**src/rtl/mon_pkg.sv**
```systemverilog
// Shared types and standard pass signatures for the data-memory write monitor.
package mon_pkg;

   typedef enum logic [1:0] {RUN, DRAIN, PASS, FAIL} mon_state_t;

   typedef struct packed {
      logic [63:0] addr;
      logic [63:0] data;
   } mon_sig_t;

   localparam mon_sig_t SIG_STANDARD2 = '{addr: 64'd100, data: 64'd7};
   localparam mon_sig_t SIG_POWER2    = '{addr: 64'd508, data: 64'd7};
   localparam mon_sig_t SIG_LOADSTORE = '{addr: 64'd80,  data: 64'd1};
   localparam mon_sig_t SIG_MORE      = '{addr: 64'd64,  data: 64'd4950};

   localparam int unsigned DEF_TIMEOUT = 1300;

endpackage

```
**src/rtl/mem_write_monitor_if.sv**
```systemverilog
// Snooped CPU data-memory write port: store strobe, address and data.
interface mem_write_monitor_if #(
   parameter int unsigned AW  = 64,
   parameter int unsigned DW  = 64,
   parameter int unsigned MWW = 2
) ();
   import mon_pkg::*;

   logic [MWW-1:0] memwrite;
   logic [AW-1:0]  dataadr;
   logic [DW-1:0]  writedata;

   modport master (output memwrite, output dataadr, output writedata);
   modport slave  (input memwrite, input dataadr, input writedata);
endinterface

```
**src/rtl/sig_matcher.sv**
```systemverilog
// Parallel compare of the store against all signature slots; lowest matching slot wins.
module sig_matcher #(
   parameter int unsigned AW   = 64,
   parameter int unsigned DW   = 64,
   parameter int unsigned NSIG = 4
) (
   input  logic [AW-1:0]      dataadr,
   input  logic [DW-1:0]      writedata,
   input  logic [NSIG*AW-1:0] sig_addr,
   input  logic [NSIG*DW-1:0] sig_data,
   input  logic [NSIG-1:0]    sig_en,
   output logic               hit,
   output logic [3:0]         idx
);
   import mon_pkg::*;

   // Descending scan so the lowest index is written last; an unknown compare is not taken.
   always_comb begin
      hit = 1'b0;
      idx = 4'd0;
      for (int i = int'(NSIG) - 1; i >= 0; i--) begin
         if (sig_en[i] && (dataadr == sig_addr[i*AW +: AW])
             && (writedata == sig_data[i*DW +: DW])) begin
            hit = 1'b1;
            idx = 4'(i);
         end
      end
   end

endmodule

```
**src/rtl/mem_write_monitor.sv**
```systemverilog
// End-of-test monitor: matches stores against pass signatures, runs a watchdog and drain.
// Optional MONITOR_TRACE_EN adds simulation-only store and verdict trace lines.
module mem_write_monitor #(
   parameter int unsigned AW      = 64,
   parameter int unsigned DW      = 64,
   parameter int unsigned MWW     = 2,
   parameter int unsigned NSIG    = 4,
   parameter int unsigned TIMEOUT = mon_pkg::DEF_TIMEOUT,
   parameter int unsigned DRAIN   = 10
) (
   input  logic               clk,
   input  logic               reset,
   mem_write_monitor_if.slave bus,
   input  logic [NSIG*AW-1:0] sig_addr,
   input  logic [NSIG*DW-1:0] sig_data,
   input  logic [NSIG-1:0]    sig_en,
   output logic               pass,
   output logic               fail,
   output logic               done,
   output logic [3:0]         hit_idx,
   output logic [31:0]        wr_count,
   output logic [31:0]        cyc_count
);
   import mon_pkg::*;

   mon_state_t  state_q, state_d;
   logic [31:0] cyc_q, cyc_d;
   logic [31:0] wr_q, wr_d;
   logic [31:0] drain_q, drain_d;
   logic [3:0]  idx_q, idx_d;
   logic        pass_q, fail_q, done_q;
   logic        store, hit;
   logic [3:0]  match_idx;

   assign store = |bus.memwrite;

   sig_matcher #(
      .AW   (AW),
      .DW   (DW),
      .NSIG (NSIG)
   ) u_sig_matcher (
      .dataadr   (bus.dataadr),
      .writedata (bus.writedata),
      .sig_addr  (sig_addr),
      .sig_data  (sig_data),
      .sig_en    (sig_en),
      .hit       (hit),
      .idx       (match_idx)
   );

   always_comb begin
      state_d = state_q;
      cyc_d   = cyc_q;
      wr_d    = wr_q;
      drain_d = drain_q;
      idx_d   = idx_q;

      if (store && (state_q == mon_pkg::RUN || state_q == mon_pkg::DRAIN) && wr_q != '1) begin
         wr_d = wr_q + 32'd1;
      end

      unique case (state_q)
         mon_pkg::RUN: begin
            cyc_d = cyc_q + 32'd1;
            // A match on the watchdog edge still takes the pass path.
            if (store && hit) begin
               idx_d   = match_idx;
               drain_d = 32'd0;
               state_d = (DRAIN == 0) ? mon_pkg::PASS : mon_pkg::DRAIN;
            end else if (cyc_q + 32'd1 == TIMEOUT) begin
               state_d = mon_pkg::FAIL;
            end
         end
         mon_pkg::DRAIN: begin
            if (drain_q + 32'd1 == DRAIN) begin
               state_d = mon_pkg::PASS;
            end else begin
               drain_d = drain_q + 32'd1;
            end
         end
         mon_pkg::PASS, mon_pkg::FAIL: begin
         end
         default: state_d = mon_pkg::RUN;
      endcase
   end

   always_ff @(posedge clk) begin
      if (reset) begin
         state_q <= mon_pkg::RUN;
         cyc_q   <= 32'd0;
         wr_q    <= 32'd0;
         drain_q <= 32'd0;
         idx_q   <= 4'd0;
         pass_q  <= 1'b0;
         fail_q  <= 1'b0;
         done_q  <= 1'b0;
      end else begin
         state_q <= state_d;
         cyc_q   <= cyc_d;
         wr_q    <= wr_d;
         drain_q <= drain_d;
         idx_q   <= idx_d;
         pass_q  <= (state_d == mon_pkg::PASS);
         fail_q  <= (state_d == mon_pkg::FAIL);
         done_q  <= (state_d == mon_pkg::PASS) || (state_d == mon_pkg::FAIL);
      end
   end

   assign pass      = pass_q;
   assign fail      = fail_q;
   assign done      = done_q;
   assign hit_idx   = idx_q;
   assign wr_count  = wr_q;
   assign cyc_count = cyc_q;

`ifdef MONITOR_TRACE_EN
   always @(posedge clk) begin
      if (!reset) begin
         if (store && (state_q == mon_pkg::RUN || state_q == mon_pkg::DRAIN)) begin
            $display("Write %d in %d", bus.writedata, bus.dataadr);
         end
         if (state_d == mon_pkg::PASS && state_q != mon_pkg::PASS) begin
            $display("Verdict: pass, hit_idx %0d", idx_d);
         end
         if (state_d == mon_pkg::FAIL && state_q != mon_pkg::FAIL) begin
            $display("Verdict: watchdog expired, cyc_count %0d", cyc_d);
         end
      end
   end
`endif

endmodule

```
**src/flat_wrapper.sv**
```systemverilog
// flat-port wrapper written by rule: the top's interface ports become plain ports
module mem_write_monitor_flat import mon_pkg::*;
#(
   parameter int unsigned AW      = 64,
   parameter int unsigned DW      = 64,
   parameter int unsigned MWW     = 2,
   parameter int unsigned NSIG    = 4,
   parameter int unsigned TIMEOUT = mon_pkg::DEF_TIMEOUT,
   parameter int unsigned DRAIN   = 10
)
  (clk, reset, sig_addr, sig_data, sig_en, pass, fail, done, hit_idx, wr_count, cyc_count, bus_memwrite, bus_dataadr, bus_writedata);
  mem_write_monitor_if #(.AW(AW), .DW(DW), .MWW(MWW)) bus_i ();
  input  logic clk;
  input  logic reset;
  input  logic [NSIG*AW-1:0] sig_addr;
  input  logic [NSIG*DW-1:0] sig_data;
  input  logic [NSIG-1:0] sig_en;
  output logic pass;
  output logic fail;
  output logic done;
  output logic [3:0] hit_idx;
  output logic [31:0] wr_count;
  output logic [31:0] cyc_count;
  input wire logic [$bits(bus_i.memwrite)-1:0] bus_memwrite;
  input wire logic [$bits(bus_i.dataadr)-1:0] bus_dataadr;
  input wire logic [$bits(bus_i.writedata)-1:0] bus_writedata;
  assign bus_i.memwrite = bus_memwrite;
  assign bus_i.dataadr = bus_dataadr;
  assign bus_i.writedata = bus_writedata;
  mem_write_monitor #(.AW(AW), .DW(DW), .MWW(MWW), .NSIG(NSIG), .TIMEOUT(TIMEOUT), .DRAIN(DRAIN)) u_core (.clk(clk), .reset(reset), .bus(bus_i), .sig_addr(sig_addr), .sig_data(sig_data), .sig_en(sig_en), .pass(pass), .fail(fail), .done(done), .hit_idx(hit_idx), .wr_count(wr_count), .cyc_count(cyc_count));
endmodule
```
**config.mk**
```make
export PLATFORM = sky130hd
export DESIGN_NAME = mem_write_monitor_flat
export DESIGN_NICKNAME = d
export VERILOG_FILES = /design/src/rtl/mon_pkg.sv /design/src/rtl/mem_write_monitor_if.sv /design/src/rtl/sig_matcher.sv /design/src/rtl/mem_write_monitor.sv /design/src/flat_wrapper.sv
export SDC_FILE = /design/constraint.sdc
export NUM_CORES = 1
export LEC_CHECK = 0
export ABC_CLOCK_PERIOD_IN_PS = 5260
export BUFFER_PORTS_ARGS = -buffer_cell sky130_fd_sc_hd__buf_2
export CAP_MARGIN = 10
export CORE_AREA = 2 2 281 283
export DETAILED_ROUTE_END_ITERATION = 6
export DIE_AREA = 0 0 283 285
export PLACE_DENSITY = 0.47
export REMOVE_ABC_BUFFERS = 1
export SYNTH_ARGS = -nofsm -noshare
export SYNTH_HDL_FRONTEND = slang
export SYNTH_SLANG_ARGS = --single-unit
```
**constraint.sdc**
```tcl
create_clock -name clk -period 5.26 [get_ports clk]
set_input_delay 1.052 -clock clk [delete_from_list [all_inputs] [get_ports clk]]
set_output_delay 1.052 -clock clk [all_outputs]
set_load 0.02 [all_outputs]
```
==> summary.txt, run 1 <==
Logic synthesis
  – Prevailing post-synth register cell: dfxtp_1
  – Yosys reg bits: 103
  – Top cell type by total area after synthesis: xnor2_1
  – Sequential area share after synthesis: 0.167
  – Post-synth ARST share: 0
  – YS warnings: 0
  – Top-area cell type share of the netlist area: 0.259
  – Cell variety after synth: 64
  – Synthesized instance count: 1,638
  – Post-Syn Area: 12,300 sq um
  – Synth top area cells: xnor2_1, dfxtp_1, nand4_1
  – Mean Syn Cell Area: 7.52 sq um
  – EDFF count, synth: 0

Worst setup path
  – Worst Path Required: 5.50 ns
  – Worst setup SP type: flip-flop
  – Worst path cell trace: ha_1 -> nand4_1 -> or4_1 -> nor3_1 -> xor2_1 -> or4_1 -> nor4_4 -> buf_4 -> nor3_1 -> a221o_1
  – Crit path largest cell delay: 0.63 ns
  – Worst r2r src: u_core.drain_q[0]$_SDFFE_PP0P_
  – CP arrival: 4.58 ns
  – Setup Crit Path Kind: flip-flop to flip-flop
  – Critical path's slowest cell: or4_1
  – Worst setup path start: u_core.drain_q[0]$_SDFFE_PP0P_
  – Maximum fanout along the worst path: 25
  – Critical path capture point type: flip-flop

Global route
  – First-pass GRT wire length: 150,000 microns
  – Antenna violations before repair: 182
  – Total track usage: 0.282
  – Number of global-route vias before repair: 15,400
  – Global route overflow: 0
  – Largest net degree at the start of global routing: 70

Final layout
  – Final core utilization: 0.222
  – Layout cell share with drive strength beyond 1: 0.332
  – Multi-input combinational cell area: 9410 sq um
  – Syn-to-layout area delta: 40.9%
  – Layout fillers: 9,039
  – Register area: 2060 sq um
  – Cell area after layout: 17,300 sq um
  – Nets@finish: 2,935

Clock tree
  – Clock Path Buffers: 2
  – Clock Latency Late Sink: 0.36 ns
  – TritonCTS clock tree: yes
  – Worst-path clk slew: 0.08 ns
  – Post-cts resize count: 0
  – CTS Sinks: 103
  – CTS H-tree depth: 3
  – CTS Buf Count: 9
  – Number of setup buffers added after CTS: 0
  – Hold buffers post-CTS: 0
  – Root buffer cell: clkbuf_16

Die
  – FP Rows: 103
  – Die area: 80,700 sq um
  – # IOs: 719
  – DIE WIDTH: 283 microns
  – Initial Utilization: 0.158
  – Core ar.: 78,000 sq um
  – Die span in y: 285 microns

STA
  – Min Clock Period, post-route: 4.34 ns
  – Endpoints failing hold: 0
  – Setup Skew: 0.0153 ns
  – Setup TNS: 0 ns
  – Slew Limit Fails: 0
  – Endpoints failing setup: 0
  – Slew @ Worst Pin: 1.15 ns
  – Hold slack: 0.471 ns
  – Max-slew headroom: 0.233
  – RSZ-0062 raised after global routing: false
  – Max Clk Rate: 230 MHz
  – Period utilization: 0.825

Run status
  – Status: finished clean

Route
  – Vias per cell: 4.75
  – Initial drt markers: 1,310
  – DRC violation count after routing: 0
  – Antenna Nets Post-Route: 0
  – Total Wirelength: 118,000 microns
  – Total number of vias: 16,200
  – Drt wl/cell: 34.7 microns
  – TritonRoute pass-1 iters: 6

Hold path
  – Hold/Removal Path Class: flip-flop to flip-flop
  – Hold_sp: u_core.hit_idx[1]$_SDFFE_PP0P_

Place
  – Routability cong.: 0.993
  – Detailed-placement wirelength estimate: 107,000 microns
  – Area post-placement: 16,900 sq um
  – PortBufs: 716

Power
  – PwrDens: 145 nW/um^2
  – LEAKAGE: 0.00692 uW
  – Max VDD drop: 0.000115 V

Job
  – Maxcap violations: 0
[sequential cells by signal, indices dropped and copies added (netlist names)]
signal	cells
u_core.cyc_count	32
u_core.done	1
u_core.drain_q	32
u_core.fail	1
u_core.hit_idx	2
u_core.pass	1
u_core.state_q	2
u_core.wr_count	32
[cell type report]
class | instances | share of cell area
Timing Repair Buffer | 731 | 0.213
Sequential cell | 103 | 0.119
Clock buffer | 9 | 0.0130
Clock inverter | 6 | 0.00317
Antenna cell | 80 | 0.0115
Multi-Input combinational cell | 1334 | 0.542
Tap cell | 1050 | 0.0757
Inverter | 103 | 0.0223
[per-stage QoR]
| stage | std cells | worst slack (ns) | total power, uW |
|---|---|---|---|
| floorplan | 1540 | 1.12 | 1190 |
| global placement | 3321 | 0.904 | 1850 |
| detailed placement | 3321 | 0.849 | 1840 |
| CTS | 3336 | 0.935 | 2520 |
| global route | 3375 | 0.661 | 2610 |
| finish | 3416 | 0.921 | 2510 |
[per-layer routing]
layer	routed length, microns	vias up	GRT usage
li1	-	7210	-
met3	8480	312	0.0633
met1	48400	7667	0.345
met4	7760	44	0.181
met5	288	-	0
met2	53500	984	0.446
[cells by family after synthesis]
kind of cell	share of synthesized area
AO/OA/AOI/OAI	0.144
multiplexers	0.00417
buffers and inverters	0.0698
other	0.000305
flip-flops	0.167
AND/OR/NAND/NOR	0.297
XOR/XNOR	0.312
adder cells (fa/ha/maj)	0.00508
[Yosys cell counts, types with 3 or more instances]
master / instances
a221o_1: 27
nand4_1: 117
and2_1: 11
or3_1: 15
clkbuf_1: 80
nand2_1: 69
nor2_1: 94
or2_2: 4
nor3b_1: 3
o221ai_1: 10
inv_1: 103
or4_1: 5
a221oi_1: 4
a22o_1: 16
o2bb2ai_1: 10
buf_2: 4
nand3_1: 50
nor4_1: 63
mux2i_1: 4
nor2b_1: 36
a31oi_1: 9
xor2_1: 75
and4_1: 14
a311oi_1: 5
buf_6: 6
nor3_1: 59
buf_4: 4
nand2b_1: 87
ha_1: 5
a22oi_1: 4
o21ai_0: 24
o2111ai_1: 30
dfxtp_1: 103
xnor2_1: 364
a2111oi_0: 4
o22ai_1: 26
a21oi_1: 23
and3_1: 20
a21o_1: 3
a2111o_1: 13
[worst max-delay path, delay by kind of cell (launching register included)]
kind | cells | cell delay, ns
and+or+nand+nor | 6 | 2.58
DFF | 1 | 0.46
buffers and inverters | 1 | 0.42
adders and majority gates | 1 | 0.36
AOI/OAI and AO/OA | 1 | 0.27
xor gates and xnor gates | 1 | 0.11
[power by group]
part	internal (uW)	switching, uW
Sequential	784	9.12
Combinational	436	612
Clock	328	341
[placed cells by master (no fill, tap or decap), drive strengths merged, types with 4 or more instances in the layout]
master | Yosys | routed
nand2 | 69 | 69
diode | 0 | 80
or2 | 5 | 5
inv | 103 | 105
a21oi | 23 | 23
buf | 18 | 731
and4 | 14 | 14
o22ai | 26 | 26
o2111ai | 30 | 30
o21ai | 24 | 24
o221ai | 10 | 10
or3 | 15 | 15
a311oi | 5 | 5
or4 | 6 | 6
a22oi | 4 | 4
a221o | 27 | 27
nor3 | 59 | 59
mux2i | 4 | 4
a2111oi | 4 | 4
nor2b | 36 | 36
a2111o | 13 | 13
nand2b | 87 | 87
nor2 | 95 | 95
nand4 | 118 | 118
xor2 | 75 | 75
o2bb2ai | 10 | 10
xnor2 | 364 | 364
clkbuf | 81 | 9
ha | 5 | 5
dfxtp | 103 | 103
and2 | 11 | 11
nand3 | 50 | 50
a22o | 16 | 16
and3 | 20 | 20
nor4 | 64 | 64
a221oi | 4 | 4
a31oi | 9 | 9
[worst paths after layout]
kind | cells after the start | to | slack [ns]
worst max register to register | 10 | u_core.drain_q[6]$_SDFFE_PP0P_ | 0.92
worst min register to register | 2 | u_core.hit_idx[1]$_SDFFE_PP0P_ | 0.47
worst max-delay path | 10 | u_core.drain_q[6]$_SDFFE_PP0P_ | 0.92
worst min-delay path | 2 | u_core.hit_idx[1]$_SDFFE_PP0P_ | 0.47
(Power assumes the default switching activity.)
==> run 2, diff against run 1 <==
--- a/config.mk
+++ b/config.mk
@@ -5,13 +5,14 @@
 export SDC_FILE = /design/constraint.sdc
 export NUM_CORES = 1
 export LEC_CHECK = 0
-export ABC_CLOCK_PERIOD_IN_PS = 5260
+export ABC_AREA = 1
+export ABC_CLOCK_PERIOD_IN_PS = 3800
 export BUFFER_PORTS_ARGS = -buffer_cell sky130_fd_sc_hd__buf_2
 export CAP_MARGIN = 10
-export CORE_AREA = 2 2 281 283
+export CORE_AREA = 2 2 276 278
 export DETAILED_ROUTE_END_ITERATION = 6
-export DIE_AREA = 0 0 283 285
-export PLACE_DENSITY = 0.47
+export DIE_AREA = 0 0 278 280
+export PLACE_DENSITY = 0.52
 export REMOVE_ABC_BUFFERS = 1
 export SYNTH_ARGS = -nofsm -noshare
 export SYNTH_HDL_FRONTEND = slang
==> constraint.sdc (replaced) <==
create_clock -name clk -period 3.8 [get_ports clk]
set_input_delay 0.76 -clock clk [delete_from_list [all_inputs] [get_ports clk]]
set_output_delay 0.76 -clock clk [all_outputs]
set_load 0.02 [all_outputs]
==> summary.txt, run 2 <==
STA
  – Period utilization: 0.826
  – Endpoints failing setup: 0 (unchanged)
  – Slew @ Worst Pin: 1.07 ns (-0.0795 ns)
  – Min Clock Period, post-route: 3.14 ns
  – Setup TNS: 0 ns (unchanged)
  – Max Clk Rate: 319 MHz
  – Setup Skew: 0.00851 ns (-0.00680 ns)
  – Slew Limit Fails: 0 (unchanged)
  – Endpoints failing hold: 0 (unchanged)
  – Max-slew headroom: 0.286 (+0.0530)
  – RSZ-0062 raised after global routing: false

Logic synthesis
  – Most common cell in the netlist: nand2_1
  – Cell variety after synth: 41 (-36%)
  – YS warnings: 0 (unchanged)
  – Mean Syn Cell Area: 5.05 sq um (-33%)
  – Post-Syn Area: 14,000 sq um (+13%)
  – Synthesized instance count: 2,761 (+69%)
  – Post-synth ARST share: 0 (unchanged)
  – Top-area cell type share of the netlist area: 0.269 (+0.0101)
  – Yosys reg bits: 103 (unchanged)
  – EDFF count, synth: 0 (unchanged)
  – Sequential area share after synthesis: 0.148 (-0.0197)
  – Most frequent cells after synthesis: nand2_1, inv_1, nor2_1
  – Top cell type by total area after synthesis: nand2_1
  – Synth top area cells: nand2_1, dfxtp_1, inv_1
  – Prevailing post-synth register cell: dfxtp_1

Place
  – Routability cong.: 1.07 (+8.2%)
  – Detailed-placement wirelength estimate: 110,000 microns (+3.3%)
  – PortBufs: 716 (unchanged)

Worst setup path
  – Flop2flop setup slack: 0.99 ns (+0.07 ns)
  – Worst r2r src: u_core.cyc_count[1]$_SDFFE_PP0P_
  – Critical path capture point type: flip-flop
  – Reg2Reg Capture Point: u_core.pass$_SDFF_PP0_
  – Worst setup SP type: input port
  – CP arrival: 3.37 ns (-1.21 ns)
  – Setup Crit Path Kind: input port to flip-flop
  – Reg2Reg Depth: 15 (+5)
  – Crit path to: u_core.drain_q[14]$_SDFFE_PP0P_
  – Worst setup path start: bus_dataadr[46]
  – Worst Path Required: 4.03 ns (-1.47 ns)
  – Maximum fanout along the worst path: 15 (-40%)

Final layout
  – Nets@finish: 4,149 (+41%)
  – Layout fillers: 9,002 (-0.41%)
  – Register area: 2060 sq um (unchanged)
  – Most frequent cells in the layout: nand2_1, buf_2, inv_1
  – Most common cell after layout, fill and taps aside: nand2_1
  – Syn-to-layout area delta: 38.4%
  – Multi-input combinational cell area: 10,000 sq um (+6.3%)
  – Layout cell share with drive strength beyond 1: 0.232 (-0.100)

Clock tree
  – CTS Sinks: 103 (unchanged)
  – Root buffer cell: clkbuf_16
  – Clock Path Buffers: 2 (unchanged)
  – Number of setup buffers added after CTS: 0 (unchanged)
  – CTS Buf Count: 9 (unchanged)
  – CTS H-tree depth: 3 (unchanged)
  – Worst-path clk slew: 0.07 ns (about the same)
  – TritonCTS clock tree: yes
  – Clock Latency Late Sink: 0.37 ns (about the same)
  – Post-cts resize count: 0 (unchanged)
  – Hold buffers post-CTS: 0 (unchanged)

Route
  – Total number of vias: 20,900 (+29%)
  – Initial drt markers: 2,133 (+63%)
  – Total Wirelength: 121,000 microns (+2.6%)
  – Antenna Nets Post-Route: 0 (unchanged)
  – DRC violation count after routing: 0 (unchanged)
  – Vias per cell: 4.65 (-2.1%)
  – TritonRoute pass-1 iters: 6 (unchanged)
  – Drt wl/cell: 26.9 microns (-22%)

Die
  – # IOs: 719 (unchanged)
  – Initial Utilization: 0.186 (+0.0277)
  – Die area: 77,800 sq um (-3.5%)
  – FP Rows: 101 (-1.9%)
  – Die span in y: 280 microns (-1.8%)
  – DIE WIDTH: 278 microns (-1.8%)
  – Core ar.: 75,200 sq um (-3.6%)

Power
  – Sw frac: 0.420 (+0.0364)
  – LEAKAGE: 0.0104 uW (+50%)
  – Logic pwr share: 0.440 (+0.022)
  – P_int: 2230 uW (+44%)
  – Pwr Total: 3840 uW (+53%)
  – Max VDD drop: 0.000198 V (+72%)
  – Net switching power: 1610 uW (+68%)
  – Clock share of power: 0.275 (+0.008)
  – PwrDens: 199 nW/um^2 (+37%)
  – Flop pwr share: 0.285 (-0.031)

Global route
  – Number of global-route vias before repair: 19,600 (+27%)
  – Global route hottest layer: met2
  – Total track usage: 0.300 (+0.0183)
  – Largest net degree at the start of global routing: 40 (-43%)
  – Met2 usage: 0.480 (+0.0341)
  – Met1 track demand over resource: 0.388 (+0.0435)
  – Global route overflow: 0 (unchanged)
  – First-pass GRT wire length: 160,000 microns (+6.5%)
  – Met3 Use GR: 0.0878 (+0.0245)
  – Antenna violations before repair: 74 (-59%)

Job
  – Maxcap violations: 0 (unchanged)

Hold path
  – Hold_sp: u_core.drain_q[15]$_SDFFE_PP0P_
  – Hold/Removal Path Class: flip-flop to flip-flop

Run status
  – Status: finished clean
run 2: cell types whose count changed after synthesis, moves of 66 or more:
cell / change
nand2_1: +931
nand2b_1: -87
nand4_1: -66
nor2_1: +298
xnor2_1: -288
inv_1: +360
o21ai_0: +229
run 2: critical path, cell delays in order:
cell,delay [ns]
buf_2,0.10
inv_1,0.38
o21ai_0,0.14
nor2_1,0.29
nand2_1,0.11
nor2_1,0.17
nand2_1,0.10
nor2_1,0.30
nand3_1,0.15
nor2_1,0.14
nor2_1,0.06
nand2_1,0.13
nand2_1,0.07
nand2_1,0.10
nand2_4,0.08
buf_12,0.15
nand2_1,0.06
a21oi_1,0.06
run 2: logic make-up after synthesis:
logic type,count (synthesis),synth area share
other,1,0.000269
XOR/XNOR,168,0.105
flip-flops,103,0.148
buffers and inverters,496,0.136
AND/OR/NAND/NOR,1616,0.467
adder cells (fa/ha/maj),5,0.00448
AO/OA/AOI/OAI,372,0.139
run 2: cell type report:
class                   count  area share
multi-input cells        2163       0.518
repair buffers            753       0.201
flip-flops and latches    103       0.107
inverters                 466      0.0906
well taps                 978      0.0634
clock buffers               9      0.0117
clock inverters             6     0.00473
diodes                     31     0.00402
run 2: through the flow:
| stage | area (sq um) | worst slack [ns] | util | cells | hold WS (ns) |
|---|---|---|---|---|---|
| after floorplan | 13800 | 1.34 | - | 2732 | 0.435 |
| after global placement | 18900 | 0.364 | 0.252 | 4463 | 0.457 |
| after detailed placement | 18900 | 0.387 | 0.252 | 4463 | 0.452 |
| after CTS | 19200 | 0.774 | 0.256 | 4478 | 0.464 |
| after global routing | 19300 | 0.500 | 0.256 | 4492 | 0.491 |
| final | 19300 | 0.663 | 0.257 | 4509 | 0.460 |
run 2: layer usage:
layer / part of all wire / wire [microns] / vias up
met4: 0.037 / 4510 / 52
met5: 0.0029 / 356 / -
met1: 0.43 / 51600 / 9536
li1: - / - / 9990
met2: 0.43 / 52700 / 1127
met3: 0.10 / 12200 / 242
run 2: worst min-delay path by stage:
stage                                      end  slack (ns)  cells past startpoint
2_1_floorplan  u_core.drain_q[15]$_SDFFE_PP0P_        0.43                      2
3_3_place_gp   u_core.drain_q[15]$_SDFFE_PP0P_        0.46                      2
3_5_place_dp   u_core.drain_q[15]$_SDFFE_PP0P_        0.45                      2
4_1_cts        u_core.drain_q[15]$_SDFFE_PP0P_        0.46                      2
5_1_grt        u_core.drain_q[15]$_SDFFE_PP0P_        0.49                      2
6_report       u_core.drain_q[15]$_SDFFE_PP0P_        0.46                      2
run 2: power groups by stage:
stage | combinational, uW | sequential, uW | clock [uW]
final | 1690 | 1090 | 1060
after global routing | 1790 | 1100 | 1130
after CTS | 1650 | 1090 | 1080
after detailed placement | 1640 | 1120 | 0
after global placement | 1650 | 1120 | 0
after floorplan | 579 | 1120 | 0
==> run 3, diff against run 2 <==
--- a/config.mk
+++ b/config.mk
@@ -6,7 +6,7 @@
 export NUM_CORES = 1
 export LEC_CHECK = 0
 export ABC_AREA = 1
-export ABC_CLOCK_PERIOD_IN_PS = 3800
+export ABC_CLOCK_PERIOD_IN_PS = 2500
 export BUFFER_PORTS_ARGS = -buffer_cell sky130_fd_sc_hd__buf_2
 export CAP_MARGIN = 10
 export CORE_AREA = 2 2 276 278
==> constraint.sdc (replaced) <==
create_clock -name clk -period 2.5 [get_ports clk]
set_input_delay 0.5 -clock clk [delete_from_list [all_inputs] [get_ports clk]]
set_output_delay 0.5 -clock clk [all_outputs]
set_load 0.02 [all_outputs]
==> summary.txt, run 3 (synthesized netlist as in run 2, its figures left out) <==
Run status
  – Status: complete, but fails checks
  – Failing checks: negative setup slack

Worst setup path
  – Largest delay share family, worst path: simple AND/OR/NAND/NOR gates
  – CP arrival: 2.77 ns (-0.60 ns)
  – Crit path largest cell delay: 0.22 ns (-0.16 ns)
  – Critical path capture point type: flip-flop
  – Reg2Reg Depth: 16 (+1)
  – Worst r2r src: u_core.drain_q[0]$_SDFFE_PP0P_
  – Crit-path most repeated cell: nand2_2
  – Worst Path Required: 2.74 ns (-1.29 ns)
  – Buf+Inv Stages, Crit Path: 4 (+1)
  – Flop2flop setup slack: 0.12 ns (-0.87 ns)
  – Cell count along the critical path: 20 (+2)
  – Setup Crit Path Kind: input port to flip-flop
  – Reg2Reg Capture Point: u_core.drain_q[6]$_SDFFE_PP0P_
  – Worst path cell trace: buf_12 -> clkinvlp_4 -> buf_6 -> nand2_2 -> nand2_2 -> nor2_4 -> nand3_2 -> nor2_2 -> nand2_2 -> nor2_1 -> nand3_1 -> nor2_2 -> nor2_4 -> nand2_2 -> nand2_2 -> nand2_4 -> nand2_8 -> clkbuf_16 -> nand2_2 -> a21oi_1
  – Maximum fanout along the worst path: 8 (-7)
  – Critical path's slowest cell: clkinvlp_4
  – Worst setup SP type: input port

Global route
  – Largest net degree at the start of global routing: 50 (+25%)
  – Total track usage: 0.306 (+0.00609)
  – Number of global-route vias before repair: 20,900 (+6.4%)
  – Antenna violations before repair: 82 (+11%)
  – First-pass GRT wire length: 164,000 microns (+2.7%)
  – Global route overflow: 0 (unchanged)

Die
  – FP Rows: 101 (unchanged)
  – DIE WIDTH: 278 microns (unchanged)
  – Die span in y: 280 microns (unchanged)
  – Initial Utilization: 0.186 (unchanged)
  – Core ar.: 75,200 sq um (unchanged)
  – Die area: 77,800 sq um (unchanged)
  – # IOs: 719 (unchanged)

STA
  – Endpoints failing setup: 11 (+11)
  – Setup Skew: 0.0111 ns (+0.00264 ns)
  – PnR worst setup slack: -0.0316 ns (-0.694 ns)
  – Max-slew headroom: 0.277 (-0.00874)
  – Slew @ Worst Pin: 1.08 ns (+0.0131 ns)
  – Setup TNS: -0.193 ns (-0.193 ns)
  – Endpoints failing hold: 0 (unchanged)
  – Slew Limit Fails: 0 (unchanged)
  – RSZ-0062 raised after global routing: true
  – Period utilization: 1.01
  – Min Clock Period, post-route: 2.53 ns
  – Max Clk Rate: 395 MHz

Final layout
  – Nets@finish: 4,494 (+8.3%)
  – Most frequent cells in the layout: nand2_1, buf_2, inv_1
  – Cell area after layout: 23,100 sq um (+19%)
  – Multi-input combinational cell area: 10,700 sq um (+7.1%)
  – Syn-to-layout area delta: 65.2%
  – Layout cell share with drive strength beyond 1: 0.352 (+0.120)
  – Register area: 2080 sq um (+1.0%)
  – Most common cell after layout, fill and taps aside: nand2_1
  – Layout fillers: 8,780 (-2.5%)

Clock tree
  – Worst-path clk slew: 0.07 ns (about the same)
  – CTS H-tree depth: 3 (unchanged)
  – Root buffer cell: clkbuf_16
  – TritonCTS clock tree: yes
  – CTS Sinks: 103 (unchanged)
  – Clock Latency Late Sink: 0.37 ns (about the same)
  – Clock Path Buffers: 2 (unchanged)
  – CTS Buf Count: 9 (unchanged)

Power
  – Pwr Total: 6130 uW (+60%)
  – Max VDD drop: 0.000293 V (+48%)
  – LEAKAGE: 0.0122 uW (+18%)
  – PwrDens: 266 nW/um^2 (+34%)

Hold path
  – Sink of the worst hold path: u_core.drain_q[31]$_SDFFE_PP0P_
  – Hold Path Stages: 2 (unchanged)
  – Hold/Removal Path Class: flip-flop to flip-flop
  – Hold_sp: u_core.drain_q[31]$_SDFFE_PP0P_

Route
  – DRC violation count after routing: 0 (unchanged)
  – Total number of vias: 22,400 (+6.8%)
  – Vias per cell: 4.60 (-1.0%)
  – Antenna Nets Post-Route: 0 (unchanged)
  – Initial drt markers: 2,276 (+6.7%)
  – Drt wl/cell: 25.6 microns (-4.8%)
  – TritonRoute pass-1 iters: 7 (+1)
  – Total Wirelength: 125,000 microns (+2.7%)

Place
  – Area post-placement: 21,500 sq um (+14%)
  – Detailed-placement wirelength estimate: 113,000 microns (+2.6%)
  – Routability cong.: 1.06 (-0.90%)
  – PortBufs: 716 (unchanged)

Job
  – Maxcap violations: 0 (unchanged)
run 3: cell count changes in the layout (fill, tap and decap cells not counted), moves of 17 or more:
cell,previous run,this run
dfxtp_2,0,17
nand2_1,1000,951
buf_4,35,353
buf_12,2,21
dfxtp_1,103,86
inv_1,463,435
nor2_4,0,17
nor2_2,7,42
nor2_1,392,340
nand2_2,1,40
run 3: layer usage:
| layer | vias up | share of wire | track usage | wire length [microns] |
|---|---|---|---|---|
| met5 | - | 0.0030 | 0 | 380 |
| met2 | 1151 | 0.43 | 0.489 | 54100 |
| met4 | 58 | 0.037 | 0.0938 | 4650 |
| li1 | 10700 | - | - | - |
| met3 | 266 | 0.10 | 0.0763 | 12700 |
| met1 | 10200 | 0.42 | 0.404 | 52900 |
run 3: repair_timing:
item	CTS	global route
resized for setup	15	272
hold buffers	0	0
cloned	0	3
setup endpoints to repair	39	41
pin swaps	1	99
buffers inserted	2	21
run 3: how the worst max path moves through the flow:
| stage | slack, ns | start | endpoint |
|---|---|---|---|
| detailed placement | -0.62 | bus_writedata[58] | u_core.drain_q[10]$_SDFFE_PP0P_ |
| global placement | -0.70 | bus_writedata[58] | u_core.drain_q[11]$_SDFFE_PP0P_ |
| CTS | 0.02 | bus_writedata[26] | u_core.drain_q[10]$_SDFFE_PP0P_ |
| floorplan | 0.04 | u_core.state_q[0]$_SDFF_PP0_ | u_core.drain_q[18]$_SDFFE_PP0P_ |
| global route | -0.11 | bus_writedata[0] | u_core.drain_q[21]$_SDFFE_PP0P_ |
| finish | -0.03 | bus_writedata[0] | u_core.drain_q[6]$_SDFFE_PP0P_ |
run 3: power breakdown:
| part | leakage (uW) | switching (uW) | internal (uW) |
|---|---|---|---|
| clock | 0.000132 | 718 | 694 |
| combinational | 0.0113 | 1840 | 1220 |
| sequential | 0.000839 | 12.6 | 1650 |
| total | 0.0122 | 2570 | 3560 |
run 3: through the flow:
stage	utilization	setup WS, ns	cells	hold slack [ns]
global route	0.306	-0.109	4838	0.491
finish	0.307	-0.0316	4864	0.473
CTS	0.291	0.0249	4803	0.464
detailed placement	0.286	-0.617	4785	0.452
global placement	0.286	-0.703	4785	0.460
floorplan	-	0.0381	2732	0.435
run 3: cell type report:
class / instances / area share
antenna: 40 / 0.00434
multi-input combinational: 2163 / 0.465
tap: 978 / 0.0531
clock buffer: 10 / 0.00993
sequential: 103 / 0.0904
clock inverter: 6 / 0.00228
inverter: 466 / 0.0782
timing repair buffer: 1098 / 0.297
run 3: worst register-to-register path, stage by stage, from the launching register on:
cell       delay [ns]
dfxtp_1          0.32
ha_2             0.20
nand3_4          0.10
inv_1            0.07
nand2_2          0.14
nor2_2           0.07
buf_4            0.14
nand2_1          0.10
nand3_2          0.11
nor3_4           0.21
nand3_2          0.11
nor2_4           0.16
nand2_4          0.10
nand2_8          0.13
clkbuf_16        0.20
nand2_2          0.05
a21oi_1          0.12
